==> src/rtl/motor_pwm_drive.sv <==
// motor_pwm_drive: dead-time H-bridge PWM driver; soft-start ramp built only with MOTOR_RAMP_EN defined
module motor_pwm_drive #(
    parameter int                  PWM_BITS    = 8,
    parameter logic [PWM_BITS-1:0] DUTY_MAX    = 8'd200,
    parameter int                  DEAD_CYCLES = 16,
    parameter logic [PWM_BITS-1:0] RAMP_STEP   = 8'd8,
    parameter int                  RAMP_DIV    = 1024
) (
    input  logic       clk,
    input  logic       reset,
    input  logic       enable,
    input  logic [3:0] motorIn,
    output logic [1:0] left_in,
    output logic [1:0] right_in,
    output logic       settled
);
    typedef enum logic [1:0] {IDLE, DEAD, RUN} state_t;
    localparam int DW = DEAD_CYCLES > 1 ? $clog2(DEAD_CYCLES) : 1;
    localparam int RW = RAMP_DIV > 1 ? $clog2(RAMP_DIV) : 1;

    logic [3:0]          cmd_q;
    logic [PWM_BITS-1:0] pwm_cnt_q, pwm_cnt_d;
    logic                settled_q, settled_d;
    state_t              state_q[2], state_d[2];
    logic [1:0]          act_q[2], act_d[2], tgt_q[2], tgt_d[2], out_q[2], out_d[2];
    logic [DW-1:0]       dead_q[2], dead_d[2];
    logic [PWM_BITS-1:0] duty_q[2], duty_d[2], duty_cmp_q[2], duty_cmp_d[2];
`ifdef MOTOR_RAMP_EN
    logic [RW-1:0]       ramp_q[2], ramp_d[2];
`else
    logic                unused_ramp;
    assign unused_ramp = ^{RAMP_STEP, RAMP_DIV[0]};
`endif

    always_comb begin
        logic [1:0]        code;
        logic [PWM_BITS:0] sum;
        logic              lvl, dir;
        pwm_cnt_d = pwm_cnt_q + 1'b1;
        settled_d = 1'b1;
        for (int c = 0; c < 2; c++) begin
            code = cmd_q[2*c +: 2];
            sum = {1'b0, duty_q[c]} + {1'b0, RAMP_STEP};
            state_d[c] = state_q[c];
            act_d[c] = act_q[c];
            tgt_d[c] = tgt_q[c];
            dead_d[c] = dead_q[c];
            duty_d[c] = duty_q[c];
`ifdef MOTOR_RAMP_EN
            ramp_d[c] = ramp_q[c];
`endif
            if (!enable) begin
                state_d[c] = IDLE;
                act_d[c] = 2'b00;
                tgt_d[c] = 2'b00;
                dead_d[c] = '0;
                duty_d[c] = '0;
`ifdef MOTOR_RAMP_EN
                ramp_d[c] = '0;
`endif
            end else if (state_q[c] == DEAD) begin
                if (code != tgt_q[c]) begin
                    tgt_d[c] = code;
                    dead_d[c] = DW'(DEAD_CYCLES - 1);
                end else if (dead_q[c] == '0) begin
                    act_d[c] = code;
                    state_d[c] = code == 2'b00 ? IDLE : RUN;
`ifdef MOTOR_RAMP_EN
                    duty_d[c] = '0;
                    ramp_d[c] = '0;
`else
                    duty_d[c] = (code == 2'b10 || code == 2'b01) ? DUTY_MAX : '0;
`endif
                end else begin
                    dead_d[c] = dead_q[c] - 1'b1;
                end
            end else if (code != act_q[c]) begin
                state_d[c] = DEAD;
                tgt_d[c] = code;
                dead_d[c] = DW'(DEAD_CYCLES - 1);
`ifdef MOTOR_RAMP_EN
            end else if (state_q[c] == RUN && (act_q[c] == 2'b10 || act_q[c] == 2'b01)) begin
                ramp_d[c] = ramp_q[c] == RW'(RAMP_DIV - 1) ? '0 : ramp_q[c] + 1'b1;
                if (ramp_q[c] == RW'(RAMP_DIV - 1))
                    duty_d[c] = sum > {1'b0, DUTY_MAX} ? DUTY_MAX : sum[PWM_BITS-1:0];
`endif
            end
            dir = act_d[c] == 2'b10 || act_d[c] == 2'b01;
            duty_cmp_d[c] = state_d[c] != RUN ? '0 : pwm_cnt_d == '0 ? duty_d[c] : duty_cmp_q[c];
            lvl = pwm_cnt_d < duty_cmp_d[c];
            out_d[c] = state_d[c] != RUN ? 2'b00 : act_d[c] == 2'b11 ? 2'b11 : act_d[c] & {2{lvl}};
            if (state_d[c] == DEAD || (state_d[c] == RUN && dir && duty_d[c] != DUTY_MAX))
                settled_d = 1'b0;
        end
    end

    always_ff @(posedge clk) begin
        if (reset) begin
            cmd_q <= '0;
            pwm_cnt_q <= '0;
            settled_q <= 1'b1;
            for (int c = 0; c < 2; c++) begin
                state_q[c] <= IDLE;
                act_q[c] <= '0;
                tgt_q[c] <= '0;
                out_q[c] <= '0;
                dead_q[c] <= '0;
                duty_q[c] <= '0;
                duty_cmp_q[c] <= '0;
`ifdef MOTOR_RAMP_EN
                ramp_q[c] <= '0;
`endif
            end
        end else begin
            cmd_q <= motorIn;
            pwm_cnt_q <= pwm_cnt_d;
            settled_q <= settled_d;
            for (int c = 0; c < 2; c++) begin
                state_q[c] <= state_d[c];
                act_q[c] <= act_d[c];
                tgt_q[c] <= tgt_d[c];
                out_q[c] <= out_d[c];
                dead_q[c] <= dead_d[c];
                duty_q[c] <= duty_d[c];
                duty_cmp_q[c] <= duty_cmp_d[c];
`ifdef MOTOR_RAMP_EN
                ramp_q[c] <= ramp_d[c];
`endif
            end
        end
    end

    assign left_in = out_q[1];
    assign right_in = out_q[0];
    assign settled = settled_q;
endmodule

==> config.mk <==
export PLATFORM = sky130hd
export DESIGN_NAME = motor_pwm_drive
export DESIGN_NICKNAME = d
export VERILOG_FILES = /design/src/rtl/motor_pwm_drive.sv
export SDC_FILE = /design/constraint.sdc
export NUM_CORES = 1
export LEC_CHECK = 0
export ABC_AREA = 0
export ABC_CLOCK_PERIOD_IN_PS = 4400
export BUFFER_PORTS_ARGS = -buffer_cell sky130_fd_sc_hd__buf_2
export CAP_MARGIN = 0
export CORE_ASPECT_RATIO = 1.25
export CORE_MARGIN = 2
export CORE_UTILIZATION = 43
export CTS_CLUSTER_DIAMETER = 60
export DETAILED_ROUTE_END_ITERATION = 12
export SETUP_SLACK_MARGIN = 0.1
export SLEW_MARGIN = 40
export SYNTH_ARGS = -nofsm -noshare
export SYNTH_HDL_FRONTEND = slang
export SYNTH_SLANG_ARGS = --single-unit
==> constraint.sdc <==
create_clock -name clk -period 4.4 [get_ports clk]
set_clock_uncertainty 0.2 [all_clocks]
set_input_delay 0 -clock clk [delete_from_list [all_inputs] [get_ports clk]]
set_output_delay 0 -clock clk [all_outputs]
set_load 0.05 [all_outputs]
Yosys cells after proc, flatten, opt, wreduce, memory -nomap -nowiden

Memory sizes are Yosys's and may differ from the RTL's.
Index checks and enable logic that the tools add are counted.
W data, S select, Z words.

Bits of input ports: 7
Flip-flop bits (word level): 13
Logic and storage cells: 145
Output and inout port bits: 5
RAM bits: 56
Memories kept: 7

Memories:

| name            | depth | bits a word | read ports | clocked after Yosys merged registers in | write ports | line | RTL |
|---|---|---|---|---|---|---|---|
| duty_cmp_q      | 2     | 8           | 2          | 0                                       | 2           | 27   | `logic [PWM_BITS-1:0] duty_q[2], duty_d[2], duty_cmp_q[2], duty_cmp_d[2];` |
| duty_q          | 2     | 8           | 2          | 0                                       | 2           | 27   |  |
| dead_q          | 2     | 4           | 2          | 0                                       | 2           | 26   | `logic [DW-1:0] dead_q[2], dead_d[2];` |
| act_q           | 2     | 2           | 2          | 0                                       | 2           | 25   | `logic [1:0] act_q[2], act_d[2], tgt_q[2], tgt_d[2], out_q[2], out_d[2];` |
| out_q           | 2     | 2           | 2          | 0                                       | 2           | 25   |  |
| state_q         | 2     | 2           | 2          | 0                                       | 2           | 24   | `state_t state_q[2], state_d[2];` |
| 1 more memories | --    | --          | --         | --                                      | --          | --   |  |

Order comparisons: 2
Bitwise operators: 16
Add/sub/neg operators: 3
Multiplexer cells: 75
Equality and inequality tests: 24
Reduce and logical (&&, ||, !) cells: 15

Operators with widths:

| cell                  | number |
|---|---|
| $mux W8               | 18 |
| $mux W2               | 40 |
| $mux W4               | 12 |
| $eq A2 B1 Y1 const B  | 8 |
| $eq A2 B2 Y1 const B  | 8 |
| $lt A8 B8 Y1          | 2 |
| $ne A8 B8 Y1 const B  | 2 |
| $or A1 B1 Y1          | 14 |
| $add A8 B1 Y8 const B | 1 |
| $logic_not A4 Y1      | 2 |
| $logic_not A8 Y1      | 1 |
| $ne A2 B2 Y1          | 4 |
| $sub A4 B1 Y4 const B | 2 |
| $logic_or A1 B1 Y1    | 6 |
| $mux W1               | 5 |
| $and A2 B2 Y2         | 2 |
| $logic_and A1 B1 Y1   | 4 |
| $logic_not A2 Y1      | 2 |
| $ne A2 B2 Y1 const B  | 2 |

Longest topological paths before layout

Depth after elaboration: 14
Mapped depth: 15
Mapped depth without buffers: 15

Worst setup path before layout

Ideal clock, no wire load.

Kind: register to register
Start point: reg pwm_cnt_q[0]
End point: mem out_q[0][0]
Clock period less this slack: 3437 ps
Data required time: 4142 ps
Path buffers: 1
Arrival: 3179 ps
Setup time: 58 ps
Slack: 963 ps
Stages on the path, launching flop included: 15
Cell sequence: dfxtp_1 ha_1 or4_1 o221ai_1 o2111a_2 buf_2 mux2_2 nand2_1 ha_1 o21a_1 o21a_1 o21bai_1 o211ai_1 a211oi_2 o21a_1

RTL lines:

| element                | line | RTL |
|---|---|---|
| start, declared        | 22   | `logic [PWM_BITS-1:0] pwm_cnt_q, pwm_cnt_d;` |
| start signal, assigned | 116  | `pwm_cnt_q <= pwm_cnt_d;` |
| end, declared          | 25   |  |

==> summary.txt <==
Outcome: finished, final reports clean
FF-to-FF path depth: 13
Max-slew violations: 0
Largest net degree at the start of global routing: 37
Worst R2R Start: pwm_cnt_q[0]
FFs w/ async S/R, synth: 0
Max IR drop VDD: 0.2155 mV
Number of global-route vias before repair: 2693
CP Launch Type: flip-flop
Net count, final: 435
Largest area contributor in the netlist: dfxtp_1
Via count: 2724
Antenna violations before repair: 0
CP required: 4.50 ns
Leading cell types in the layout, fill and taps excluded: 69 x dfxtp_1, 34 x nor2_1, 25 x nor2b_1
Clock transition at path regs: 0.07 ns
Min-Delay Endpoint: duty_q[0][13]
Post-synth EDFFs: 0
Global-route usage over all layers: 0.1786
YS warnings: 0
Setup CP Type: reg2reg
Worst hold margin: 0.2842 ns
Relative slew margins: 0.5836
FF-to-FF End: out_q[0][1]
Synth top area share: 0.4012
Total area of sequential cells: 1381 µm²
P_leak: 0.001635 µW
GPL Wtd Cong: 0.7927
Final hold viol count: 0
Predominant post-synthesis flop cell: dfxtp_1
Setup TNS: 0 ns
Net Count, Synth: 413
DRC viols: 0
P per Cell Area: 317.9 nW/µm²
CTS H-tree lvls: 3
Max Freq: 0.2647 GHz
Setup-failing EPs final: 0
ANT nets after route: 0
Fillers: 755
Ratio of cells with drive above 1 in the final layout: 0.1024
Mapped cell area: 3443 µm²
TritonCTS clock tree: done
Cts bufs inserted: 9
Clock Path Buffers: 2
Tcrit/Tclk final: 0.8585
Clock Tree Root: clkbuf_8
CP Capture Type: flip-flop
Initial DRC Count: 109
Average routed wire per standard cell: 14.49 µm
Final WL: 7315 µm
Worst hold start: duty_q[0][13]
I/O pin count: 12
Post-Syn Instances: 384
R2r setup slk: 0.62 ns
Crit Path Max Fanout: 15
Clk Latency, worst-skew pair: 0.35 ns
Worst-Margin Slew: 0.6231 ns
1st-pass router iterations: 4
Syn_area_per_cell: 8.967 µm²
Initial core utilization: 0.4419
Ranking of synthesized cells by area: dfxtp_1 40%, ha_1 8.0%, nor2b_1 4.5%
Unique cell type count in the Yosys netlist: 49
Tmin final: 3.777 ns
Die height: 104.1 µm
Antenna cells: 0
I/O Buffers: 11
RSZ-0062 raised after global routing: false
Grt ovf: 0
Register bit count reported by yosys: 69
HPWL after DPL: 5230 µm
Vias/cell: 5.394
Rows: 36
Total power: 1223 µW
HP Class: reg2reg
CTS Sinks: 69
Final Util: 0.4937
Most common cell after layout, fill and taps aside: dfxtp_1
Layout area overhead: 11.74%
Post-synthesis sequential area ratio: 0.4012
First-pass GRT wire length: 12500 µm
Core Area: 7792 µm²
Die Footprint: 8744 µm²
Area of the multi-input gates: 1929 µm²
Max-cap violations: 0
Hold depth: 1
Arr. time, crit path: 3.88 ns
Die W: 84.04 µm
synth_stat cells (all sizes together) (2+ instances only):
master	n
a21o	4
mux2	6
nor3b	5
inv	18
and2	19
or3	2
and4	5
nor4	2
nor4b	2
nor2b	25
nor3	2
ha	22
a21oi	17
o211ai	2
and3	5
nand2	21
clkbuf	13
o2111ai	2
o21ai	18
mux2i	11
xnor2	10
nor2	34
xor2	6
nand4	11
or2	3
nand3b	2
buf	2
and3b	3
o21a	8
and2b	4
dfxtp	69
nand3	11
a211oi	7
routing by layer:
layer	routed length, µm	track usage	vias up
met5	0	0	-
met4	204	0.08180	0
met3	187	0.03730	14
met2	3555	0.3061	32
met1	3368	0.2115	1292
li1	-	-	1386
worst max-delay path by stage:
stage	startpoint	end	slack [ns]	cells past startpoint
after global placement	pwm_cnt_q[0]	out_q[0][0]	0.75	13
after CTS	pwm_cnt_q[0]	out_q[0][1]	0.61	13
final	pwm_cnt_q[0]	out_q[0][1]	0.62	13
after floorplan	pwm_cnt_q[0]	out_q[0][0]	0.96	14
after detailed placement	pwm_cnt_q[0]	out_q[0][1]	0.65	13
after global routing	dead_q[0][0]	out_q[0][1]	0.32	14
area by class of cell:
type                       instances  share of cell area
tap                               95             0.03089
clock inverter                     4            0.006829
sequential                        69              0.3590
multi-input combinational        282              0.5015
inverter                          18             0.01756
timing repair buffer              26             0.05008
clock buffer                      11             0.03415
timing repair:
action / CTS / global route
hold buffers: 10 / 0
hold endpoints to repair: 21 / 0
resized for setup: 0 / 0
buffers inserted: 0 / 0
endpoints found under the setup margin: 0 / 0
cell families after synthesis:
family                     Yosys count  synth area share
AOI/OAI and AO/OA                   66            0.1225
buffers and inverters               33           0.03852
muxes                               17           0.05160
and+or+nand+nor                    161            0.2656
DFF                                 69            0.4012
xor gates and xnor gates            16           0.04070
adders and majority gates           22           0.07994
state kept, by name (all words and copies together) (netlist names):
signal and flops:
out_q 4, dead_q 8, duty_q 16, pwm_cnt_q 8, tgt_q 4, state_q 4
duty_cmp_q 16, settled 1, act_q 4, cmd_q 4
worst max-delay path, stage by stage, from the launching register on:
cell	delay, ns
dfxtp_1	0.37
ha_1	0.29
or4_1	0.54
o221ai_1	0.09
o2111a_2	0.43
and2b_1	0.22
o21ai_0	0.24
ha_1	0.28
o21a_1	0.17
o21a_1	0.17
o21bai_1	0.19
a211oi_1	0.09
a211oi_2	0.30
o21a_1	0.16
per-stage QoR:
stage | cells | setup WS, ns | area, µm²
floorplan | 384 | 0.9631 | 3443
global placement | 480 | 0.7516 | 3590
detailed placement | 480 | 0.6480 | 3590
CTS | 505 | 0.6119 | 3847
global route | 505 | 0.3222 | 3847
finish | 505 | 0.6226 | 3847
where the power goes:
part | total, µW | internal (µW) | leakage, µW | switching (µW)
sequential | 650 | 637 | 0.000560 | 12.7
combinational | 135 | 59.5 | 0.000997 | 75.1
clock | 439 | 201 | 0.0000792 | 238
total | 1220 | 897 | 0.00164 | 326
(Power assumes the default switching activity.)
